<file path="src/rtl/led_blink_pkg.sv">
// Shared types and encodings for the LED indicator array.
// Build option: define BLINK_PWM_EN for duty-cycle blink (see blink_channel).
package led_blink_pkg;

  // Channel operating mode, encoded exactly as the cfg_mode write field.
  typedef enum logic [1:0] {
    MODE_OFF     = 2'b00,
    MODE_ON      = 2'b01,
    MODE_BLINK   = 2'b10,
    MODE_ONESHOT = 2'b11
  } mode_e;

  localparam logic [1:0] MODE_ENC_OFF     = 2'b00;
  localparam logic [1:0] MODE_ENC_ON      = 2'b01;
  localparam logic [1:0] MODE_ENC_BLINK   = 2'b10;
  localparam logic [1:0] MODE_ENC_ONESHOT = 2'b11;

  // Width of a select field addressing n items (never narrower than one bit).
  function automatic int unsigned sel_width(input int unsigned n);
    return (n > 1) ? $clog2(n) : 1;
  endfunction

endpackage

</file>
<file path="src/rtl/blink_channel.sv">
// One LED channel: mode/period/phase registers plus the tick-driven FSM.
// With BLINK_PWM_EN defined, BLINK becomes a PWM output using a duty register;
// otherwise the duty input is unused and BLINK toggles at 50 %.
module blink_channel
  import led_blink_pkg::*;
#(
  parameter int unsigned PER_W = 10
) (
  input  logic             clk,
  input  logic             rst_n,
  input  logic             i_we,
  input  mode_e            i_mode,
  input  logic [PER_W-1:0] i_period,
  input  logic [PER_W-1:0] i_duty,
  input  logic             i_tick,
  output logic             o_led,
  output logic             o_done
);

  localparam logic [PER_W-1:0] PER_ONE = PER_W'(1);

  mode_e            r_mode, w_mode_nxt;
  logic [PER_W-1:0] r_period, w_period_nxt;
  logic [PER_W-1:0] r_phase, w_phase_nxt;
  logic             r_led, w_led_nxt;
  logic             r_done, w_done_nxt;
  logic [PER_W-1:0] w_phase_inc;
  logic             w_last;

`ifdef BLINK_PWM_EN
  logic [PER_W-1:0] r_duty, w_duty_nxt;
`else
  logic             w_unused_duty;
  assign w_unused_duty = ^i_duty;
`endif

  // Period is stored normalised (never 0), so period-1 is always a valid phase.
  assign w_last      = (r_phase == (r_period - PER_ONE));
  assign w_phase_inc = w_last ? '0 : (r_phase + PER_ONE);

  // Next-state: a write overrides any tick arriving in the same cycle.
  always_comb begin
    w_mode_nxt   = r_mode;
    w_period_nxt = r_period;
    w_phase_nxt  = r_phase;
    w_led_nxt    = r_led;
    w_done_nxt   = 1'b0;
`ifdef BLINK_PWM_EN
    w_duty_nxt   = r_duty;
`endif
    if (i_we) begin
      w_mode_nxt   = i_mode;
      w_period_nxt = (i_period == '0) ? PER_ONE : i_period;
      w_phase_nxt  = '0;
      w_led_nxt    = (i_mode != MODE_OFF);
`ifdef BLINK_PWM_EN
      w_duty_nxt   = i_duty;
      // PWM blink starts at phase 0, so it is lit only if duty is non-zero.
      if (i_mode == MODE_BLINK) begin
        w_led_nxt = (i_duty != '0);
      end
`endif
    end else if (i_tick) begin
      case (r_mode)
        MODE_BLINK: begin
          w_phase_nxt = w_phase_inc;
`ifdef BLINK_PWM_EN
          w_led_nxt   = (w_phase_inc < r_duty);
`else
          if (w_last) begin
            w_led_nxt = ~r_led;
          end
`endif
        end
        MODE_ONESHOT: begin
          w_phase_nxt = w_phase_inc;
          if (w_last) begin
            w_led_nxt  = 1'b0;
            w_mode_nxt = MODE_OFF;
            w_done_nxt = 1'b1;
          end
        end
        default: begin
          // OFF and ON hold their LED and ignore ticks.
        end
      endcase
    end
  end

  // Channel state registers.
  always_ff @(posedge clk or negedge rst_n) begin
    if (!rst_n) begin
      r_mode   <= MODE_OFF;
      r_period <= PER_ONE;
      r_phase  <= '0;
      r_led    <= 1'b0;
      r_done   <= 1'b0;
    end else begin
      r_mode   <= w_mode_nxt;
      r_period <= w_period_nxt;
      r_phase  <= w_phase_nxt;
      r_led    <= w_led_nxt;
      r_done   <= w_done_nxt;
    end
  end

`ifdef BLINK_PWM_EN
  // Duty register exists only in the PWM build.
  always_ff @(posedge clk or negedge rst_n) begin
    if (!rst_n) begin
      r_duty <= '0;
    end else begin
      r_duty <= w_duty_nxt;
    end
  end
`endif

  assign o_led  = r_led;
  assign o_done = r_done;

endmodule

</file>
<file path="src/rtl/led_blink_array.sv">
// Multi-channel LED indicator: shared tick prescaler, write decode and NUM_CH
// blink_channel instances. Build option BLINK_PWM_EN selects PWM blink.
module led_blink_array
  import led_blink_pkg::*;
#(
  parameter int unsigned PRESCALE = 6000,
  parameter int unsigned NUM_CH   = 4,
  parameter int unsigned PER_W    = 10,
  localparam int unsigned CH_W    = sel_width(NUM_CH)
) (
  input  logic              clk,
  input  logic              rst_n,
  input  logic              i_cfg_we,
  input  logic [CH_W-1:0]   i_cfg_ch,
  input  logic [1:0]        i_cfg_mode,
  input  logic [PER_W-1:0]  i_cfg_period,
  input  logic [PER_W-1:0]  i_cfg_duty,
  output logic              o_tick,
  output logic [NUM_CH-1:0] o_done,
  output logic [NUM_CH-1:0] o_led
);

  localparam int unsigned      CNT_W   = sel_width(PRESCALE);
  localparam logic [CNT_W-1:0] CNT_MAX = CNT_W'(PRESCALE - 1);

  logic [CNT_W-1:0] r_cnt;
  logic             r_tick;
  logic             w_wrap;

  assign w_wrap = (r_cnt == CNT_MAX);

  // Free-running prescaler; tick is registered so it pulses the cycle after the wrap value.
  always_ff @(posedge clk or negedge rst_n) begin
    if (!rst_n) begin
      r_cnt  <= '0;
      r_tick <= 1'b0;
    end else begin
      r_cnt  <= w_wrap ? '0 : (r_cnt + CNT_W'(1));
      r_tick <= w_wrap;
    end
  end

  assign o_tick = r_tick;

  for (genvar g = 0; g < NUM_CH; g++) begin : g_ch
    logic w_we;

    // Equality decode: any cfg_ch code without a matching channel selects nothing.
    assign w_we = i_cfg_we && (i_cfg_ch == CH_W'(g));

    blink_channel #(
      .PER_W (PER_W)
    ) u_ch (
      .clk      (clk),
      .rst_n    (rst_n),
      .i_we     (w_we),
      .i_mode   (mode_e'(i_cfg_mode)),
      .i_period (i_cfg_period),
      .i_duty   (i_cfg_duty),
      .i_tick   (r_tick),
      .o_led    (o_led[g]),
      .o_done   (o_done[g])
    );
  end

endmodule

</file>
<file path="config.mk">
export PLATFORM = sky130hd
export DESIGN_NAME = led_blink_array
export DESIGN_NICKNAME = d
export VERILOG_FILES = /design/src/rtl/led_blink_pkg.sv /design/src/rtl/blink_channel.sv /design/src/rtl/led_blink_array.sv
export SDC_FILE = /design/constraint.sdc
export NUM_CORES = 1
export LEC_CHECK = 0
export ABC_AREA = 0
export ABC_CLOCK_PERIOD_IN_PS = 2900
export CAP_MARGIN = 10
export CORE_MARGIN = 4
export CORE_UTILIZATION = 40
export DETAILED_ROUTE_END_ITERATION = 6
export PLACE_DENSITY = 0.68
export SLEW_MARGIN = 20
export SYNTH_ARGS = -nofsm -noshare
export SYNTH_HDL_FRONTEND = slang
export SYNTH_SLANG_ARGS = --single-unit
</file>
<file path="constraint.sdc">
create_clock -name clk -period 2.9 [get_ports clk]
set_input_delay 0.435 -clock clk [delete_from_list [all_inputs] [get_ports clk]]
set_output_delay 0.435 -clock clk [all_outputs]
set_load 0.01 [all_outputs]
</file>
==> impl_results.md, run 1 <==
- Sequential cell fraction of total power: 48.6%
- CTS max path bufs: 2
- Largest net degree at the start of global routing: 52
- Clk root buf: clkbuf_16
- Internal Power: 2.68 mW
- Pwr/cell area: 533 nW/um^2
- Gate Count Post-Synth: 725
- Number of global-route vias before repair: 4880
- Starting Density: 41.3%
- Clock latency at the later pin of the worst-skew pair: 360 ps
- Clock power frac: 33.7%
- CTS buffer count: 9
- Cell taking the most area after synthesis: dfrtp_1
- Delay-heaviest family, CP: simple AND/OR/NAND/NOR gates
- Combinational group share of total power: 17.8%
- Worst Path Arrival: 2980 ps
- Final setup fails: 0
- Register-to-register setup slack: 190 ps
- Hold Path Class: input port to asynchronous set/reset pin
- Die width: 134 um
- Fillers: 1518
- Final worst setup slack: 188 ps
- Most common cell in the netlist: nand2_1
- Sw frac: 29.2%
- Avg Cell Area, Syn: 8.78 um^2
- Seq/Total Area, Yosys: 43.3%
- Worst slew margin: 53.9%
- Unique masters post-synth: 65
- Worst Setup End Kind: flop
- Routed vias/inst: 5.30
- Post-synth top flop: dfrtp_1
- Final worst path period share: 93.5%
- Routed Antenna Nets: 0
- FMAX: 369 MHz
- Core area: 15400 um^2
- Worst Setup Start Kind: flop
- Max_cap viols: 0
- Ys async rst share: 100%
- IR drop worst, VDD: 0.000264 V
- Die Span Y: 134 um
- Slowest cell on the critical path: or4b_2
- DRC viols: 0
- GPL Wtd Cong: 0.827
- Minimum clock period: 2710 ps
- LEAKAGE: 3.06 nW
- Vias: 5030
- Status: completed
- Clock Skew: 5.54 ps
- Post-Place Setup Slack: 187 ps
- Area growth, synth to finish: 11.7%
- CTS tree: built
- Synthesized area: 6370 um^2
- Clock transition at path regs: 70 ps
- WL/cell: 14.9 um
- Antenna violations before repair: 0
- Yosys warns: 0
- Endpoints failing hold: 0
- Total track usage: 16.6%
- Crit path kind: flop to flop
- Row count: 45
- Most instantiated cells after synthesis: nand2_1, dfrtp_1, nor2_1, o21ai_0, xor2_1
- Ranking of synthesized cells by area: dfrtp_1, nand2_1, xor2_1, xnor2_1, o21ai_0
- TritonRoute pass-1 iters: 4
- Gr ovfl total: 0
- # clock sinks: 110
- Count of final max-slew check failures: 0
- Worst Path Buf+Inv: 1
- H-tree Lvls: 3
- Port bufs: 25
- Post-synth top area share: 41.7%
- Final #Nets: 769
- Hold slack: 31.8 ps
- Die ar.: 18000 um^2
- DR iter-0 viols: 268
- Total Wirelength: 14100 um
- Post-synth EDFFs: 0
- Crit-path cells: inv_1 > ha_1 > or4b_2 > xnor2_1 > nor4_2 > o2111ai_2 > o41a_1 > a22oi_1
- # IOs: 36
- Layout cell share with drive strength beyond 1: 8.54%
- #FFs+latches synth: 110
- Slew at the pin closest to its max-slew limit: 692 ps
- HPWL after DPL: 9890 um
- Antenna diodes: 0
- Mapped Nets: 761
- WP data required: 3170 ps
- Crit-path max FO: 7
- Max stage delay on crit path: 660 ps
- Switching power: 1.11 mW
- First-pass GRT wire length: 24400 um
cell usage in the layout (no fill, tap or decap), types with 5 or more instances in the layout:
master and count:
dfrtp_1 106, inv_1 18, o211ai_1 5, ha_1 9, nor2_1 54, nand2_1 136
a21oi_1 17, clkdlybuf4s50_1 24, xnor2_1 29, nand4_1 13, nor4_1 9, and3_1 22
nand3_1 33, nand3b_1 7, and2_1 10, a31oi_1 13, xor2_1 43, nor3_1 28
mux2_2 8, buf_4 13, o21ai_0 46, clkbuf_16 9
through the flow:
step                      area [um^2]  power [mW]  utilization, %  std cells  setup TNS, ps
after CTS                        7090        3.83            45.9        947              0
after global placement           6790        2.52            44.0        931              0
after detailed placement         6790        2.54            44.0        931              0
final                            7110        3.79            46.1        949              0
after floorplan                  6370        2.33               -        725              0
after global routing             7110        4.01            46.1        949          -3.49
area by class of cell:
cell class / instances / area [um^2] / share of cell area, %
clock buffers: 12 / 256 / 3.61
clock inverters: 4 / 45.0 / 0.633
inverters: 18 / 67.6 / 0.950
multi-input cells: 556 / 3370 / 47.3
flip-flops and latches: 110 / 2760 / 38.8
well taps: 211 / 264 / 3.71
repair buffers: 38 / 358 / 5.03
sequential cells by signal, indices dropped and copies added, names as in the netlist:
| register | count |
|---|---|
| r_cnt | 13 |
| g_ch.u_ch.r_mode | 8 |
| g_ch.u_ch.o_led | 4 |
| g_ch.u_ch.r_phase | 40 |
| g_ch.u_ch.o_done | 4 |
| g_ch.u_ch.r_period | 40 |
| o_tick | 1 |
cells by family (layout without fill, tap and decap cells):
kind of cell               count (synthesis)  after routing  synth area share, %
DFF                                      110            110                 43.3
and+or+nand+nor                          350            350                 27.3
xor gates and xnor gates                  72             72                 9.90
muxes                                     11             11                 1.89
AOI/OAI and AO/OA                        114            114                 11.7
adders and majority gates                  9              9                 1.77
buffers and inverters                     59             72                 4.11
power groups by stage:
stage | clock [mW] | sequential (mW) | combinational [mW]
2_1_floorplan | 0 | 1.80 | 0.532
3_3_place_gp | 0 | 1.86 | 0.653
3_5_place_dp | 0 | 1.87 | 0.671
4_1_cts | 1.32 | 1.84 | 0.674
5_1_grt | 1.38 | 1.86 | 0.767
6_report | 1.28 | 1.84 | 0.673
final timing paths:
path                                                        end  depth (start not counted)                            startpoint
max in group asynchronous  g_ch[1].u_ch.r_period[0]$_DFFE_PN1P_                          2                                 rst_n
setup / recovery                 g_ch[3].u_ch.o_led$_DFFE_PN0P_                          8  g_ch[3].u_ch.r_period[1]$_DFFE_PN0P_
hold / removal                              r_cnt[10]$_DFF_PN0_                          1                                 rst_n
hold reg to reg                              r_cnt[0]$_DFF_PN0_                          1                    r_cnt[0]$_DFF_PN0_
min in group clk                             r_cnt[0]$_DFF_PN0_                          1                    r_cnt[0]$_DFF_PN0_
setup reg to reg                 g_ch[3].u_ch.o_led$_DFFE_PN0P_                          8  g_ch[3].u_ch.r_period[1]$_DFFE_PN0P_
layer usage:
| metal | track usage [%] | wire length [um] | vias to the layer above |
|---|---|---|---|
| li1 | - | - | 2535 |
| met2 | 26.6 | 6590 | 77 |
| met4 | 3.85 | 157 | 0 |
| met3 | 4.13 | 650 | 13 |
| met5 | 0 | 0 | - |
| met1 | 22.9 | 6730 | 2405 |
repair_timing:
action,4_1_cts,5_1_grt
hold buffers,0,0
buffers inserted,0,2
gates resized for setup,0,2
endpoints found under the setup margin,0,2
No activity file was read; power rests on OpenSTA's default activity.
==> run 2, diff against run 1 <==
--- a/config.mk
+++ b/config.mk
@@ -6,7 +6,6 @@
 export NUM_CORES = 1
 export LEC_CHECK = 0
 export ABC_AREA = 0
-export ABC_CLOCK_PERIOD_IN_PS = 2900
 export CAP_MARGIN = 10
 export CORE_MARGIN = 4
 export CORE_UTILIZATION = 40
==> results of run 2 <==
The final DEF is identical to that of run 1; final timing and power are the same.
==> run 3, diff against run 2 <==
--- a/config.mk
+++ b/config.mk
@@ -11,6 +11,7 @@
 export CORE_UTILIZATION = 40
 export DETAILED_ROUTE_END_ITERATION = 6
 export PLACE_DENSITY = 0.68
+export RECOVER_POWER = 100
 export SLEW_MARGIN = 20
 export SYNTH_ARGS = -nofsm -noshare
 export SYNTH_HDL_FRONTEND = slang
==> constraint.sdc (replaced) <==
create_clock -name clk -period 3.11 [get_ports clk]
set_input_delay 0.4665 -clock clk [delete_from_list [all_inputs] [get_ports clk]]
set_output_delay 0.4665 -clock clk [all_outputs]
set_load 0.01 [all_outputs]
==> run 3 against run 2 <==
  * Worst setup slack gained 130 ps
  * Largest cell class unchanged
  * Hold slack gained 390 ps
  * Critical endpoint is now g_ch[0].u_ch.o_led$_DFFE_PN0P_
  * Utilization shrank 0.88 points
==> impl_results.md, run 3 (same netlist as run 1, synthesis figures left out) <==
- Internal Power: 2.36 mW
- Die Span Y: 134 um
- Biggest regs: g_ch.u_ch.r_period x40, g_ch.u_ch.r_phase x40, r_cnt x13
- Endpoints failing hold: 0
- Worst Setup End Kind: flop
- Number of global-route vias before repair: 4774
- # IOs: 36
- Fin Setup TNS: 0 ps
- Non-filler cells, final: 945
- DR iter-0 viols: 299
- Switching power: 1.02 mW
- First-pass GRT wire length: 23900 um
- Slowest cell on the critical path: dfstp_2
- Row count: 45
- Clk root buf: clkbuf_16
- Delay-heaviest family, CP: compound AO/OA/AOI/OAI gates
- Pwr/cell area: 485 nW/um^2
- Die width: 134 um
- Hold Path Class: input port to asynchronous set/reset pin
- Cts repair resizes: 0
- Antenna violations before repair: 0
- WL/cell: 14.6 um
- Max stage delay on crit path: 610 ps
- Total Wirelength: 13800 um
- Routed Antenna Nets: 0
- CTS buffer count: 9
- HPWL after DPL: 9700 um
- CTS max path bufs: 2
- Clock latency at the later pin of the worst-skew pair: 360 ps
- Final worst setup slack: 317 ps
- Setup bufs post-CTS: 0
- # clock sinks: 110
- Core area: 15400 um^2
- Worst Path Buf+Inv: 1
- Hold-fix buffers at CTS: 0
- Antenna diodes: 0
- Final setup fails: 0
- IR drop worst, VDD: 0.000315 V
- Area growth, synth to finish: 9.57%
- Largest net degree at the start of global routing: 55
- Routed vias/inst: 5.29
- Worst Path Arrival: 3060 ps
- TritonRoute pass-1 iters: 5
- LEAKAGE: 2.99 nW
- Crit path kind: flop to flop
- RSZ-0062 raised after global routing: false
- Minimum clock period: 2790 ps
- Crit-path cells: inv_1 > ha_1 > xor2_1 > nand3_1 > a2111oi_0 > o211ai_2 > or4_1 > a32oi_1
- WP data required: 3370 ps
- Final #Nets: 765
- Port bufs: 25
- Final design utilization: 45.2%
- Final Power: 3.38 mW
- CTS tree: built
- Final worst path period share: 89.8%
- Status: completed
- H-tree Lvls: 3
- Combinational group share of total power: 17.7%
- Sw frac: 30.1%
- Crit-path max FO: 9
- Post-Place Setup Slack: 303 ps
- Count of final max-slew check failures: 0
- Clock power frac: 31.6%
- Clock transition at path regs: 70 ps
- Gr ovfl total: 0
- Slew at the pin closest to its max-slew limit: 1380 ps
- Clock Skew: 9.50 ps
- Most frequent cells in the layout: nand2_1, dfrtp_1, nor2_1
- Commonest non-fill, non-tap cell in the layout: nand2_1
- Cell Count Post-Placement: 929
- GPL Wtd Cong: 0.795
- Worst slew margin: 8.24%
- Vias: 5000
- Starting Density: 41.3%
- Worst Setup Start Kind: flop
- Layout cell share with drive strength beyond 1: 6.27%
- Total track usage: 16.3%
- Max_cap viols: 0
- Die ar.: 18000 um^2
- FMAX: 358 MHz
- DRC viols: 0
- Sequential cell fraction of total power: 50.7%
==> run 3: cell count changes in the layout (fill, tap and decap cells not counted), sizes merged, moves of 2 or more <==
cell	before	now
clkdlybuf4s50	24	13
dlygate4sd3	0	11
clkbuf	12	18
clkinvlp	0	2
buf	14	2
==> run 3: layer usage <==
layer	wire length, um	track usage, %	vias up
met5	0	0	-
met4	153	3.96	0
met3	614	4.35	11
met2	6260	25.5	83
met1	6770	22.8	2377
li1	-	-	2529
==> run 3: per-stage QoR <==
stage / hold slack, ps / instance area, um^2
2_1_floorplan: 171 / 6370
3_3_place_gp: 454 / 6770
3_5_place_dp: 455 / 6770
4_1_cts: 180 / 7040
5_1_grt: 498 / 6980
6_report: 423 / 6980
==> run 3: power by group through the flow <==
stage               Clock (mW)  Sequential (mW)  Combinational, mW
global placement             0             1.74              0.603
finish                    1.07             1.72              0.597
global route              1.17             1.74              0.686
detailed placement           0             1.74              0.616
CTS                       1.12             1.72              0.617
floorplan                    0             1.68              0.496
==> run 3: final timing paths <==
| check | to | cells past startpoint | slack [ps] | startpoint |
|---|---|---|---|---|
| worst max register to register | g_ch[0].u_ch.o_led$_DFFE_PN0P_ | 8 | 320 | g_ch[0].u_ch.r_period[0]$_DFFE_PN1P_ |
| worst min-delay path | r_cnt[10]$_DFF_PN0_ | 1 | 420 | rst_n |
| min in group clk | r_cnt[0]$_DFF_PN0_ | 1 | 460 | r_cnt[0]$_DFF_PN0_ |
| worst min register to register | r_cnt[0]$_DFF_PN0_ | 1 | 460 | r_cnt[0]$_DFF_PN0_ |
| max in group asynchronous | g_ch[1].u_ch.r_period[8]$_DFFE_PN0P_ | 2 | 980 | rst_n |
| worst max-delay path | g_ch[0].u_ch.o_led$_DFFE_PN0P_ | 8 | 320 | g_ch[0].u_ch.r_period[0]$_DFFE_PN1P_ |
==> run 3: worst register-to-register path: cells and delay by family (launching register included) <==
family	cells	cell delay [ps]
adder cells (fa/ha/maj)	1	300
flip-flops	1	610
AND/OR/NAND/NOR	2	600
buffers and inverters	1	60
AO/OA/AOI/OAI	3	980
XOR/XNOR	1	140
==> run 3: cell type report <==
class	count	area [um^2]
Multi-Input combinational cell	556	3330
Inverter	18	67.6
Fill cell	1564	8450
Sequential cell	110	2760
Clock buffer	10	229
Tap cell	211	264
Clock inverter	6	38.8
Timing Repair Buffer	34	289
